<file path="src/rtl/bcd_stopwatch_pkg.sv">
// Shared constants and helpers for the BCD up/down stopwatch.
// Holds digit width, the tick divider calculation and nibble clamping.
package bcd_stopwatch_pkg;

    localparam int BCD_W = 4;
    localparam logic [BCD_W-1:0] BCD_MAX = 4'd9;

    function automatic int calc_div(input int clk_freq, input int tick_hz);
        return clk_freq / tick_hz;
    endfunction

    function automatic logic [BCD_W-1:0] clamp_bcd(input logic [BCD_W-1:0] nibble);
        return (nibble > BCD_MAX) ? BCD_MAX : nibble;
    endfunction

endpackage

</file>
<file path="src/rtl/bcd_digit_updown.sv">
// One BCD digit of the ripple up/down chain.
// carry means "this digit rolled over" (9->0 up, 0->9 down) while enabled.
module bcd_digit_updown
    import bcd_stopwatch_pkg::*;
(
    input  logic [BCD_W-1:0] digit,
    input  logic             en,
    input  logic             dir,
    output logic [BCD_W-1:0] next_digit,
    output logic             carry
);

    always_comb begin
        next_digit = digit;
        carry      = 1'b0;
        if (en) begin
            if (!dir) begin
                if (digit >= BCD_MAX) begin
                    next_digit = '0;
                    carry      = 1'b1;
                end else begin
                    next_digit = digit + 4'd1;
                end
            end else begin
                if (digit == '0) begin
                    next_digit = BCD_MAX;
                    carry      = 1'b1;
                end else begin
                    next_digit = digit - 4'd1;
                end
            end
        end
    end

endmodule

</file>
<file path="src/rtl/bcd_updown_stopwatch.sv">
// Multi-digit BCD stopwatch: prescaler, up/down ripple count, preset load,
// wrap/saturate boundary policy and lap display freeze.
module bcd_updown_stopwatch
    import bcd_stopwatch_pkg::*;
#(
    parameter int CLK_FREQ   = 100000000,
    parameter int TICK_HZ    = 1,
    parameter int NUM_DIGITS = 4,
    parameter int WRAP       = 1
)
(
    input  logic                        clk,
    input  logic                        init_regs,
    input  logic                        count_enabled,
    input  logic                        count_down,
    input  logic                        load,
    input  logic [BCD_W*NUM_DIGITS-1:0] load_value,
    input  logic                        lap,
    output logic [BCD_W*NUM_DIGITS-1:0] time_reading,
    output logic [BCD_W*NUM_DIGITS-1:0] display_reading,
    output logic                        lap_frozen,
    output logic                        tick,
    output logic                        at_zero,
    output logic                        boundary
);

    localparam int DIV = calc_div(CLK_FREQ, TICK_HZ);
    localparam int PW  = $clog2(DIV);
    localparam int W   = BCD_W * NUM_DIGITS;
    localparam logic [PW-1:0] PRESC_MAX = PW'(DIV - 1);
    localparam bit SAT = (WRAP == 0);

    logic [PW-1:0]       presc_q;
    logic [W-1:0]        time_q;
    logic [W-1:0]        lap_q;
    logic [W-1:0]        time_nx;
    logic [W-1:0]        time_upd;
    logic [W-1:0]        load_clamped;
    logic [NUM_DIGITS:0] chain;
    logic                frozen_q;
    logic                tick_q;
    logic                bnd_q;
    logic                tick_i;
    logic                wrap_evt;

    assign chain[0] = 1'b1;

    for (genvar g = 0; g < NUM_DIGITS; g++) begin : g_digit
        bcd_digit_updown u_digit (
            .digit      (time_q[g*BCD_W +: BCD_W]),
            .en         (chain[g]),
            .dir        (count_down),
            .next_digit (time_nx[g*BCD_W +: BCD_W]),
            .carry      (chain[g+1])
        );
        assign load_clamped[g*BCD_W +: BCD_W] =
            clamp_bcd(load_value[g*BCD_W +: BCD_W]);
    end

    // Carry out of the top digit is exactly the all-9s-up / all-0s-down case.
    assign wrap_evt = chain[NUM_DIGITS];
    assign tick_i   = count_enabled && (presc_q == PRESC_MAX);

    always_comb begin
        time_upd = time_nx;
        if (SAT && wrap_evt) begin
            time_upd = time_q;
        end
    end

    always_ff @(posedge clk) begin
        if (init_regs) begin
            presc_q  <= '0;
            time_q   <= '0;
            lap_q    <= '0;
            frozen_q <= 1'b0;
            tick_q   <= 1'b0;
            bnd_q    <= 1'b0;
        end else begin
            tick_q <= 1'b0;
            bnd_q  <= 1'b0;
            if (load) begin
                time_q  <= load_clamped;
                presc_q <= '0;
            end else if (tick_i) begin
                presc_q <= '0;
                time_q  <= time_upd;
                tick_q  <= 1'b1;
                bnd_q   <= wrap_evt;
            end else if (count_enabled) begin
                presc_q <= presc_q + 1'b1;
            end
            // Lap snapshots the value before any same-cycle update.
            if (lap) begin
                if (!frozen_q) begin
                    lap_q    <= time_q;
                    frozen_q <= 1'b1;
                end else begin
                    frozen_q <= 1'b0;
                end
            end
        end
    end

    assign time_reading    = time_q;
    assign display_reading = frozen_q ? lap_q : time_q;
    assign lap_frozen      = frozen_q;
    assign tick            = tick_q;
    assign boundary        = bnd_q;
    assign at_zero         = (time_q == '0);

endmodule

</file>
<file path="config.mk">
export PLATFORM = sky130hd
export DESIGN_NAME = bcd_updown_stopwatch
export DESIGN_NICKNAME = d
export VERILOG_FILES = /design/src/rtl/bcd_stopwatch_pkg.sv /design/src/rtl/bcd_digit_updown.sv /design/src/rtl/bcd_updown_stopwatch.sv
export SDC_FILE = /design/constraint.sdc
export NUM_CORES = 1
export LEC_CHECK = 0
export CAP_MARGIN = 20
export CORE_MARGIN = 1
export CORE_UTILIZATION = 55
export DETAILED_ROUTE_END_ITERATION = 16
export PLACE_DENSITY = 0.87
export SLEW_MARGIN = 20
export SYNTH_ARGS = -nofsm -noshare
export SYNTH_HDL_FRONTEND = slang
export SYNTH_SLANG_ARGS = --single-unit
</file>
<file path="constraint.sdc">
create_clock -name clk -period 3.4 [get_ports clk]
set_input_delay 0.68 -clock clk [delete_from_list [all_inputs] [get_ports clk]]
set_output_delay 0.68 -clock clk [all_outputs]
set_load 0.05 [all_outputs]
</file>
* After elaboration in Yosys (flattened, before gate mapping)
Index checks and enable logic that the tools add are counted.
** Word-level totals
- Logic and storage cells :: 83
- Bits of input ports :: 22
- Flip-flop bits (word level) :: 62
- Output and inout bits :: 36
** Cells by class
- Equal/unequal tests :: 1
- Bitwise logic cells :: 2
- Add/sub/neg operators :: 9
- Mux-type cells :: 38
- Reduce and logical (&&, ||, !) cells :: 16
- Magnitude comparators :: 8
** Operator list (count)
- 4-bit 2-to-1 mux :: 19
- 16-bit 2-to-1 mux :: 3
- 27-bit by 1-bit adder with 27-bit output, second input constant :: 1
- 27-bit == test, second input constant :: 1
- 4-bit by 1-bit adder with 4-bit output, second input constant :: 4
- 4-bit >= comparator, second input constant :: 4
- 4-bit > comparator, second input constant :: 4
- 16-bit logical NOT :: 1
- 4-bit logical NOT :: 4
- 1-bit 2-to-1 mux :: 16
- 4-bit by 1-bit subtractor with 4-bit output, second input constant :: 4
- 2-bit nonzero test :: 4
- 2-bit AND reduction :: 3
- 4-bit OR reduction :: 1
- 3-bit OR reduction :: 1
- 1-bit inverter :: 2
- 2-bit OR reduction :: 1
- 1-bit logical AND :: 1

* Longest topological paths before layout
- Depth after elaboration :: 8
- Gate-level depth with buffers :: 9
- Gate-level depth less buffers :: 7

* Modules after synthesis
Synthesis repeated with hierarchy kept, for this count alone.
** Second synthesis, totals
- Cell total of the unflattened synthesis :: 554
- Area total of the unflattened synthesis :: 4419.2 um^2
** Modules (own cells, without submodules)
- bcd_updown_stopwatch :: cells each 378, times used 1, seq. area each 1241.2 um^2, area an instance 3178.0 um^2
- bcd_digit_updown :: cells each 44, times used 4, seq. area each 0.0 um^2, area an instance 310.3 um^2

* Worst setup path after synthesis
Ideal clock, no wire load.
- Kind :: register to output
- Start point :: reg time_q[0], in the netlist time_reading[0]
- End point :: out at_zero
- Buffers on the path :: 1
- Cell stages (with the launch flop) :: 8
- Data arrival time :: 2.937 ns
- Path slack :: -0.217 ns
- Required time :: 2.720 ns
- Cells stage by stage :: dfxtp_1 > clkbuf_1 > inv_1 > ha_1 > nor2b_1 > and2_1 > nand4_1 > nor4_1
** On the way
- Word-level cells in the longest chain between the ends :: 1
** Ends and longest elaborated chain
- from (decl) :: line bcd_updown_stopwatch.sv:34 : logic [W-1:0] time_q;
- from (signal assigned) :: line bcd_updown_stopwatch.sv:83 : time_q <= load_clamped;
- from (signal assigned) :: line bcd_updown_stopwatch.sv:87 : time_q <= time_upd;
- 16-bit logical NOT :: line bcd_updown_stopwatch.sv:110 : assign at_zero = (time_q == '0);
- to (decl) :: line bcd_updown_stopwatch.sv:23 : output logic at_zero,
Every way passes these cells.

* Worst setup path in the final report
- Start point :: reg time_q[1], in the netlist time_reading[1]
- End point :: out at_zero
Same word-level chain as after synthesis.

==> impl_summary.log <==
[metrics] Final Total Pwr: 1780 uW
[metrics] Hold Path Class: reg2reg
[metrics] net total in the final layout: 582
[metrics] clock latency at the later pin of the worst-skew pair: approximately 0.35 ns
[metrics] CTS tree: built
[metrics] worst setup skew after layout: between 0.007 and 0.008 ns
[metrics] global-route usage over all layers: 29.0%
[metrics] count of unresolved DRC violations after routing: 0
[metrics] launching element of the worst setup path: time_reading[1]
[metrics] final worst-path cycle share: 92.2%
[metrics] share of flip-flops with an asynchronous set or reset: 0%
[metrics] Starting Density: slightly below 60%
[metrics] Post-Route WL: 9830 um
[metrics] most used cells in the layout excluding fill and tap cells: sky130_fd_sc_hd__nand2_1 (64), sky130_fd_sc_hd__dfxtp_1 (62), sky130_fd_sc_hd__clkdlybuf4s50_1 (56)
[metrics] arrival time reported for the critical path endpoint: 2.46 ns
[metrics] Die Wd: between 80 and 90 um
[metrics] max-cap violation count: 0
[metrics] number of global-route vias before repair: 3,533
[metrics] Final Max Slew Viols: 0
[metrics] minimum clock period: 3.14 ns
[metrics] antenna violations before repair: 0
[metrics] leading register cell type out of synthesis: sky130_fd_sc_hd__dfxtp_1
[metrics] most common library cell in the layout ignoring fill and taps: sky130_fd_sc_hd__nand2_1
[metrics] fraction of post-synthesis cell area in the top cell type by area: 32.6%
[metrics] final-report setup violation count: 0
[metrics] number of vias in the routed layout: 3,778
[metrics] worst r2r src: time_reading[1]
[metrics] sum of negative setup slack: 0 ns
[metrics] number of enable flip-flop cells after synthesis: 0
[metrics] number of clock buffers inserted by TritonCTS: 9
[metrics] number of H-tree levels: 3
[metrics] Crit. End Element: output port
[metrics] final weighted congestion of routability-driven global placement: 0.936
[metrics] number of cells traversed by the worst register-to-register path: 7
[metrics] area of the die: slightly above 7000 um2
[metrics] GRT Residual Overflow: 0
[metrics] Floorplan Core Area: 6530 um2
[metrics] length of the first detailed-routing pass in iterations: 6
[metrics] register area share after synthesis: ~33%
[metrics] maximum fanout encountered on the critical timing path: 7
[metrics] largest cells by area after synthesis: sky130_fd_sc_hd__dfxtp_1 (33%), sky130_fd_sc_hd__nand2_1 (6.3%), sky130_fd_sc_hd__xnor2_1 (5.1%)
[metrics] flip-flop and latch count after synthesis: 62
[metrics] Setup crit start kind: register
[metrics] buffer type at the clock tree root: sky130_fd_sc_hd__clkbuf_8
[metrics] placement row count: 29
[metrics] share of final-layout standard cells stronger than drive strength 1: roughly 8%
[metrics] cell type with the largest total area after synthesis: sky130_fd_sc_hd__dfxtp_1
[metrics] wire length of the first global-routing pass: 16,600 um
[metrics] number of nets with antenna violations after routing: 0
[metrics] port buffer count: 57
[metrics] maximum frequency from static timing analysis: 0.319 GHz
[metrics] DRC violation total after the first TritonRoute iteration: 392
[metrics] power per standard cell area: 386 nW/um2
[metrics] post-detailed-placement half-perimeter wirelength: around 7000 um
[metrics] maximum number of pins on one net before global-route repair: 34
[metrics] WL per Instance: around 16 um
[metrics] number of synthesis warnings: 0
[metrics] number of nets produced by synthesis: 531
[metrics] number of instances in the synthesized netlist: roughly 500
[metrics] I/O pin cnt: just under 60
[metrics] Worst IR Drop VDD: 0.284 mV
[metrics] headroom to the max-slew limit: between 50 and 60%
[metrics] vias per cell: 6.02
[metrics] vertical die dimension: 85.2 um
[metrics] worst min-delay path startpoint: lap_q[9]
[metrics] run status: completed
[metrics] number of distinct library cells after synthesis: 61
[metrics] cell area after synthesis: 3810 um2
[metrics] setup repair after global routing missed its margin: no
[metrics] number of sinks handled by clock tree synthesis: 62
[metrics] number of failing hold endpoints at the final stage: 0
[metrics] CTS clock-pin slew for the worst setup and hold paths: roughly 0.07 ns
[metrics] category of the critical setup timing path: reg2out
[metrics] Worst-Margin Slew: 0.621 ns
[metrics] Static Leakage: 0.00158 uW
[metrics] Hold Path Cell Cnt: 2
[metrics] Req. time, crit path: 2.72 ns
[metrics] maximum clock insertion buffer count: 2
[metrics] Area Growth Syn to Fin: 21.3%
[metrics] Syn Area/Cell: around 7.7 um2
[metrics] antenna diode instance count: 0
-- cell usage after synthesis, drive strengths merged (4+ instances only) --
cell type and number:
xor2 5, nand2b 8, nor2b 10, o22ai 5
o211ai 7, o21bai 4, nor3 15, and4 5
clkbuf 24, o21ai 33, inv 22, nor4 9
mux2i 7, ha 14, nand3 11, a31oi 4
mux2 5, nand4 8, a221oi 4, nor2 49
buf 6, dfxtp 62, a21oi 35, nand3b 5
nand2 64, nor4b 6, xnor2 22
-- worst max-delay path: stages (launching register included) --
cell                            delay (ns)
sky130_fd_sc_hd__dfxtp_1              0.37
sky130_fd_sc_hd__inv_1                0.14
sky130_fd_sc_hd__ha_1                 0.25
sky130_fd_sc_hd__nor2b_1              0.22
sky130_fd_sc_hd__and2_1               0.17
sky130_fd_sc_hd__nand4_1              0.16
sky130_fd_sc_hd__nor4_2               0.23
sky130_fd_sc_hd__dlygate4sd2_1        0.55
-- power by group --
group | leakage, uW | internal (uW) | total, uW | switching, uW
sequential | 0.000504 | 747 | 778 | 31.1
clock | 0.0000820 | 261 | 570 | 308
combinational | 0.000991 | 167 | 437 | 270
-- cell type report --
type | instances | area [um2]
multi-input cells | 379 | 2360
clock buffers | 10 | 128
clock inverters | 6 | 38.8
repair buffers | 70 | 667
fillers | 533 | 1910
inverters | 24 | 90.1
flip-flops and latches | 62 | 1240
well taps | 77 | 96.3
-- registers in the layout, indices dropped and copies added, names as in the netlist --
name / flops
presc_q: 27
lap_q: 16
time_reading: 16
boundary: 1
lap_frozen: 1
tick: 1
-- through the flow --
step           cell area [um2]  utilization (%)  setup WS (ns)  hold WS [ns]  instances
2_1_floorplan             3810                -          0.339         0.433        495
3_3_place_gp              4460             68.2          0.369         0.439        612
3_5_place_dp              4460             68.2          0.245         0.448        612
4_1_cts                   4620             70.7          0.272         0.458        628
5_1_grt                   4620             70.7         0.0964         0.478        628
6_report                  4620             70.7          0.265         0.457        628
-- path summary, 6_finish.rpt --
| kind | end | slack (ns) |
|---|---|---|
| max | at_zero | 0.26 |
| min | lap_q[9] | 0.46 |
| max reg2reg | time_reading[14] | 0.63 |
| min reg2reg | lap_q[9] | 0.46 |
-- repair_timing --
| action | in CTS | in global routing |
|---|---|---|
| setup endpoints to repair | 1 | 0 |
| buffers inserted | 0 | 0 |
| resized for setup | 1 | 0 |
| hold buffers | 0 | 0 |
-- metal layers --
metal  share of wire, %  up-vias  global-route usage, %
met3                6.2       26                   5.64
met1                 45     1763                   38.0
met4                2.4        0                   11.7
li1                   -     1851                      -
met5                  0        -                      0
met2                 46      138                   47.0
-- cell families after synthesis --
kind of cell    synth area share, %
xor+xnor                       6.21
mux                            3.32
buf+inv                        5.62
fa+ha+maj                      4.60
flops                          32.6
simple gates                   27.9
compound gates                 19.7
Power figures use the tool's default switching activity.
